## src/rtl/aes_sbox_pkg.sv

```systemverilog
// Shared types and constants for the S-box sharing controller.
package aes_sbox_pkg;

  typedef logic [15:0][7:0] state_t;
  typedef logic [3:0][7:0]  word_t;

  typedef enum logic [1:0] {S_IDLE, S_ISSUE, S_DRAIN} sbox_fsm_t;
  typedef enum logic       {REQ_ST, REQ_KEY}          sbox_req_t;

  localparam int N_ST  = 16;
  localparam int N_KEY = 4;

  // Index of the final ROM read for a job owned by r.
  function automatic logic [3:0] last_idx(sbox_req_t r);
    return (r == REQ_KEY) ? 4'(N_KEY - 1) : 4'(N_ST - 1);
  endfunction

endpackage

```

## src/rtl/sbox_rr_arb.sv

```systemverilog
// Two-way round-robin arbiter: on a tie the requester not served last wins.
module sbox_rr_arb
  import aes_sbox_pkg::*;
(
  input  logic       req_st_i,
  input  logic       req_key_i,
  input  logic       en_i,
  input  sbox_req_t  last_i,
  output logic [1:0] gnt_o
);

  always_comb begin
    gnt_o = 2'b00;
    if (en_i) begin
      if (req_st_i && req_key_i) gnt_o = (last_i == REQ_KEY) ? 2'b01 : 2'b10;
      else                       gnt_o = {req_key_i, req_st_i};
    end
  end

endmodule

```

## src/rtl/sbox_share_ctrl.sv

```systemverilog
// Sequences SubBytes / SubWord jobs through one shared byte S-box ROM,
// one read per cycle, collecting results into per-requester registers.
module sbox_share_ctrl
  import aes_sbox_pkg::*;
#(
  parameter int ROM_LAT = 1
) (
  input  logic       clk,
  input  logic       resetn,
  input  logic       req_st,
  input  state_t     i_st,
  output logic       gnt_st,
  output logic       done_st,
  output state_t     o_st,
  input  logic       req_key,
  input  word_t      i_key,
  output logic       gnt_key,
  output logic       done_key,
  output word_t      o_key,
  output logic       rom_en,
  output logic [7:0] rom_addr,
  input  logic [7:0] rom_data
);

  if (ROM_LAT != 1) begin : g_lat_chk
    $error("sbox_share_ctrl: only ROM_LAT=1 is supported");
  end

  sbox_fsm_t  state_q, state_d;
  logic [3:0] cnt_q, cnt_d;
  sbox_req_t  last_q, own_q;
  state_t     buf_q;
  logic       wr_vld_q;
  logic [3:0] wr_idx_q;
  state_t     o_st_q;
  word_t      o_key_q;
  logic [1:0] gnt;

  // Gating with resetn keeps grants quiet while reset is held.
  sbox_rr_arb u_arb (
    .req_st_i  (req_st),
    .req_key_i (req_key),
    .en_i      ((state_q == S_IDLE) && resetn),
    .last_i    (last_q),
    .gnt_o     (gnt)
  );

  assign gnt_st   = gnt[0];
  assign gnt_key  = gnt[1];
  assign done_st  = (state_q == S_DRAIN) && (own_q == REQ_ST);
  assign done_key = (state_q == S_DRAIN) && (own_q == REQ_KEY);
  assign rom_en   = (state_q == S_ISSUE);
  assign rom_addr = rom_en ? buf_q[cnt_q] : 8'h00;
  assign o_st     = o_st_q;
  assign o_key    = o_key_q;

  always_comb begin
    state_d = state_q;
    cnt_d   = cnt_q;
    case (state_q)
      S_IDLE: begin
        if (|gnt) begin
          state_d = S_ISSUE;
          cnt_d   = '0;
        end
      end
      S_ISSUE: begin
        if (cnt_q == last_idx(own_q)) begin
          state_d = S_DRAIN;
          cnt_d   = '0;
        end else begin
          cnt_d = cnt_q + 4'd1;
        end
      end
      S_DRAIN: state_d = S_IDLE;
      default: state_d = S_IDLE;
    endcase
  end

  always_ff @(posedge clk or negedge resetn) begin
    if (!resetn) begin
      state_q  <= S_IDLE;
      cnt_q    <= '0;
      last_q   <= REQ_KEY;
      own_q    <= REQ_ST;
      buf_q    <= '0;
      wr_vld_q <= 1'b0;
      wr_idx_q <= '0;
      o_st_q   <= '0;
      o_key_q  <= '0;
    end else begin
      state_q  <= state_d;
      cnt_q    <= cnt_d;
      wr_vld_q <= rom_en;
      wr_idx_q <= rom_en ? cnt_q : 4'd0;
      if (gnt[0]) begin
        buf_q  <= i_st;
        own_q  <= REQ_ST;
        last_q <= REQ_ST;
      end else if (gnt[1]) begin
        buf_q  <= state_t'({96'b0, i_key});
        own_q  <= REQ_KEY;
        last_q <= REQ_KEY;
      end
      // ROM data lands one cycle after its read; own_q is stable until the next grant.
      if (wr_vld_q) begin
        if (own_q == REQ_ST) o_st_q[wr_idx_q]       <= rom_data;
        else                 o_key_q[wr_idx_q[1:0]] <= rom_data;
      end
    end
  end

endmodule

```

## config.mk

```make
export PLATFORM = sky130hd
export DESIGN_NAME = sbox_share_ctrl
export DESIGN_NICKNAME = d
export VERILOG_FILES = /design/src/rtl/aes_sbox_pkg.sv /design/src/rtl/sbox_rr_arb.sv /design/src/rtl/sbox_share_ctrl.sv
export SDC_FILE = /design/constraint.sdc
export NUM_CORES = 1
export LEC_CHECK = 0
export CELL_PAD_IN_SITES_DETAIL_PLACEMENT = 0
export CELL_PAD_IN_SITES_GLOBAL_PLACEMENT = 1
export CORE_MARGIN = 8
export CORE_UTILIZATION = 39
export DETAILED_ROUTE_END_ITERATION = 6
export GPL_ROUTABILITY_DRIVEN = 0
export PLACE_DENSITY = 0.91
export SYNTH_ARGS = -nofsm -noshare
export SYNTH_HDL_FRONTEND = slang
export SYNTH_SLANG_ARGS = --single-unit
```

## constraint.sdc

```tcl
create_clock -name clk -period 2.44 [get_ports clk]
set_input_delay 0.732 -clock clk [delete_from_list [all_inputs] [get_ports clk]]
set_output_delay 0.732 -clock clk [all_outputs]
set_load 0.02 [all_outputs]
```

==> flow_metrics.tcl <==
set metrics [dict create \
    core_area_sq_um 31500 \
    maxSlewHeadroom 0.339 \
    period_minus_slack_ns 3.10 \
    clk_path_buf_depth 3 \
    htree_levels 2 \
    pre_cts_slack_ns -0.569 \
    syn-cell-area_sq_um 12400 \
    p_total_mw 24.2 \
    layout_setup_ws_ns -0.663 \
    powerDensity_nw_per_um2 1310 \
    worstMarginPinSlew_ns 0.991 \
    maxCapViolations 0 \
    num_vias 9114 \
    rr_startpoint "state_q[0]" \
    drt_iter0_drc 465 \
    slew_viol_final 0 \
    holdBufCountCts 0 \
    die_area_sq_um 37900 \
    initial_core_util 0.396 \
    io_pins 345 \
    synth_edf_count 0 \
    synthArstFlopShare 1.00 \
    power_switching_share 0.331 \
    leakage_nw 8.39 \
    cts_tree "built" \
    yosysWarningCount 0 \
    cts.clk_slew.worst_paths_ns 0.06 \
    hold_path.class "in -> async" \
    fin_nets 1477 \
    drc 0 \
    regArea_sq_um 7530 \
    fill_cells 2462 \
    ys_seq_area_frac 0.605 \
    syn_avg_cell_area_sq_um 14.5 \
    worstPathArrival_ns 2.37 \
    p_clk_frac 0.209 \
    grt_max_degree 145 \
    numCtsBuffers 34 \
    syn_inst 858 \
    setup_viol 8 \
    cp-startpoint "cnt_q[0]" \
    syn2layout_area_growth_pct 48.3 \
    cp_max_fo 5 \
    violations "setup timing" \
    hpwl_um 27800 \
    clock_latency_ns 0.50 \
    post-route-period-util 1.27 \
    final_common_cell "clkdlybuf4s50_1" \
    hold_ws_ns 0.257 \
    fmax_mhz 322 \
    io_buffers 344 \
    fp.dieW_um 195 \
    grt-ovfl-total 0 \
    cp_data_required_time_ns 1.71 \
    drtAntennaViolNets 0 \
    root_buffer "clkbuf_16" \
    cp-start-kind "flip-flop" \
    wl_um 38300 \
    hold_viol 0 \
    grtUsageTotal 0.199 \
    wl_per_cell_um 22.1 \
    grt_pass1_vias 9895 \
    intPower_mw 16.2 \
    synth_cell_types 40 \
    p_seq_frac 0.353 \
    multiInputGateArea_sq_um 4690 \
    placement_rows 65 \
    rsz0062_at_grt "yes" \
    p_switching_mw 8.00 \
    rr_worst_depth 8 \
    synth_flop_cell "dfrtp_1" \
    cp-end-kind "output port" \
    irDropWorstVdd_uv 755 \
    cts_sinks 301 \
    first_pass_iters 5 \
    synth-seq-cells 301 \
    power_frac_comb 0.438 \
    via_per_inst 5.26 \
    grt_pass1_wl_um 59900 \
    die_h_um 195 \
    post_dp_cell_area_sq_um 17200 \
    status "finished, violations left" \
    drive_gt1_frac 0.315 \
    critPathKind "reg -> out" \
    antenna_found_initial 2 \
    finClkSkew_ns 0.0117 \
    final_core_util 0.586 \
    syn_nets 1031 \
    final_area_sq_um 18500 \
    final_cell_mix "330 x clkdlybuf4s50_1, 299 x dfrtp_1, 157 x mux2_2" \
]
==> state kept, by name, summed over array words and instances (netlist names) <==
signal and count:
wr_vld_q 1, buf_q 128, wr_idx_q 4, cnt_q 4, o_key 32, o_st 128, state_q 2, last_q 1
own_q 1
==> final cells by class <==
cell class,count,area share
flip-flops and latches,301,0.408
multi-input cells,483,0.254
inverters,4,0.000813
diodes,1,0.000136
repair buffers,480,0.249
well taps,402,0.0273
clock buffers,49,0.0553
clock inverters,13,0.00556
==> worst max-delay path, stage by stage (launching register included) <==
cell and delay [ns]:
dfrtp_2 0.46, buf_6 0.16, buf_12 0.10, mux4_2 0.49
mux2_4 0.29, a22o_1 0.22, buf_6 0.14
==> final timing paths <==
path	slack [ns]	end
max	-0.66	rom_addr[1]
min	0.26	o_st[94]
max reg2reg	0.28	buf_q[26]
min reg2reg	0.49	buf_q[18]
max in group asynchronous	0.66	buf_q[83]
min in group clk	0.49	buf_q[18]
==> metal layers <==
layer / global-route usage / routed length (um) / vias to the layer above
li1: - / - / 4077
met5: 0 / 12 / -
met1: 0.258 / 16200 / 4623
met2: 0.320 / 17900 / 359
met4: 0.0487 / 751 / 2
met3: 0.0651 / 3530 / 53
==> cells by family after synthesis <==
group	after synthesis	synth area share
flip-flops	301	0.605
AND/OR/NAND/NOR	108	0.0432
AO/OA/AOI/OAI	152	0.0987
buffers and inverters	74	0.0271
adder cells (fa/ha/maj)	1	0.00100
multiplexers	222	0.225
==> per-stage QoR <==
stage | TNS, ns | cells
2_1_floorplan | 0 | 858
3_3_place_gp | -5.05 | 1664
3_5_place_dp | -5.75 | 1664
4_1_cts | -5.83 | 1731
5_1_grt | -5.85 | 1733
6_report | -5.09 | 1733
==> timing repair <==
item / 4_1_cts / 5_1_grt
buffers inserted: 4 / 6
setup endpoints to repair: 12 / 11
gates resized for setup: 80 / 22
pin swaps: 8 / 11
gates cloned: 1 / 0
==> cell usage after synthesis, drive strengths merged, types with 5 or more instances <==
cell    number  area share
buf         42       0.017
o21ai       20      0.0080
clkbuf      28      0.0084
a22o       104       0.073
a22oi       19       0.011
mux2i       23       0.018
and2         5      0.0025
nand2       66       0.020
dfrtp      300        0.60
mux4        29       0.052
and3         8      0.0040
nor2b        6      0.0030
mux2       170        0.15
==> power groups by stage <==
stage                     Clock, mW  Combinational (mW)  Sequential [mW]
final                          5.06                10.6             8.53
after global routing           5.41                11.3             8.77
after CTS                      5.19                10.6             8.53
after detailed placement          0                10.3             8.57
after global placement            0                10.1             8.49
after floorplan                   0                4.24             9.24
(Power assumes the default switching activity.)
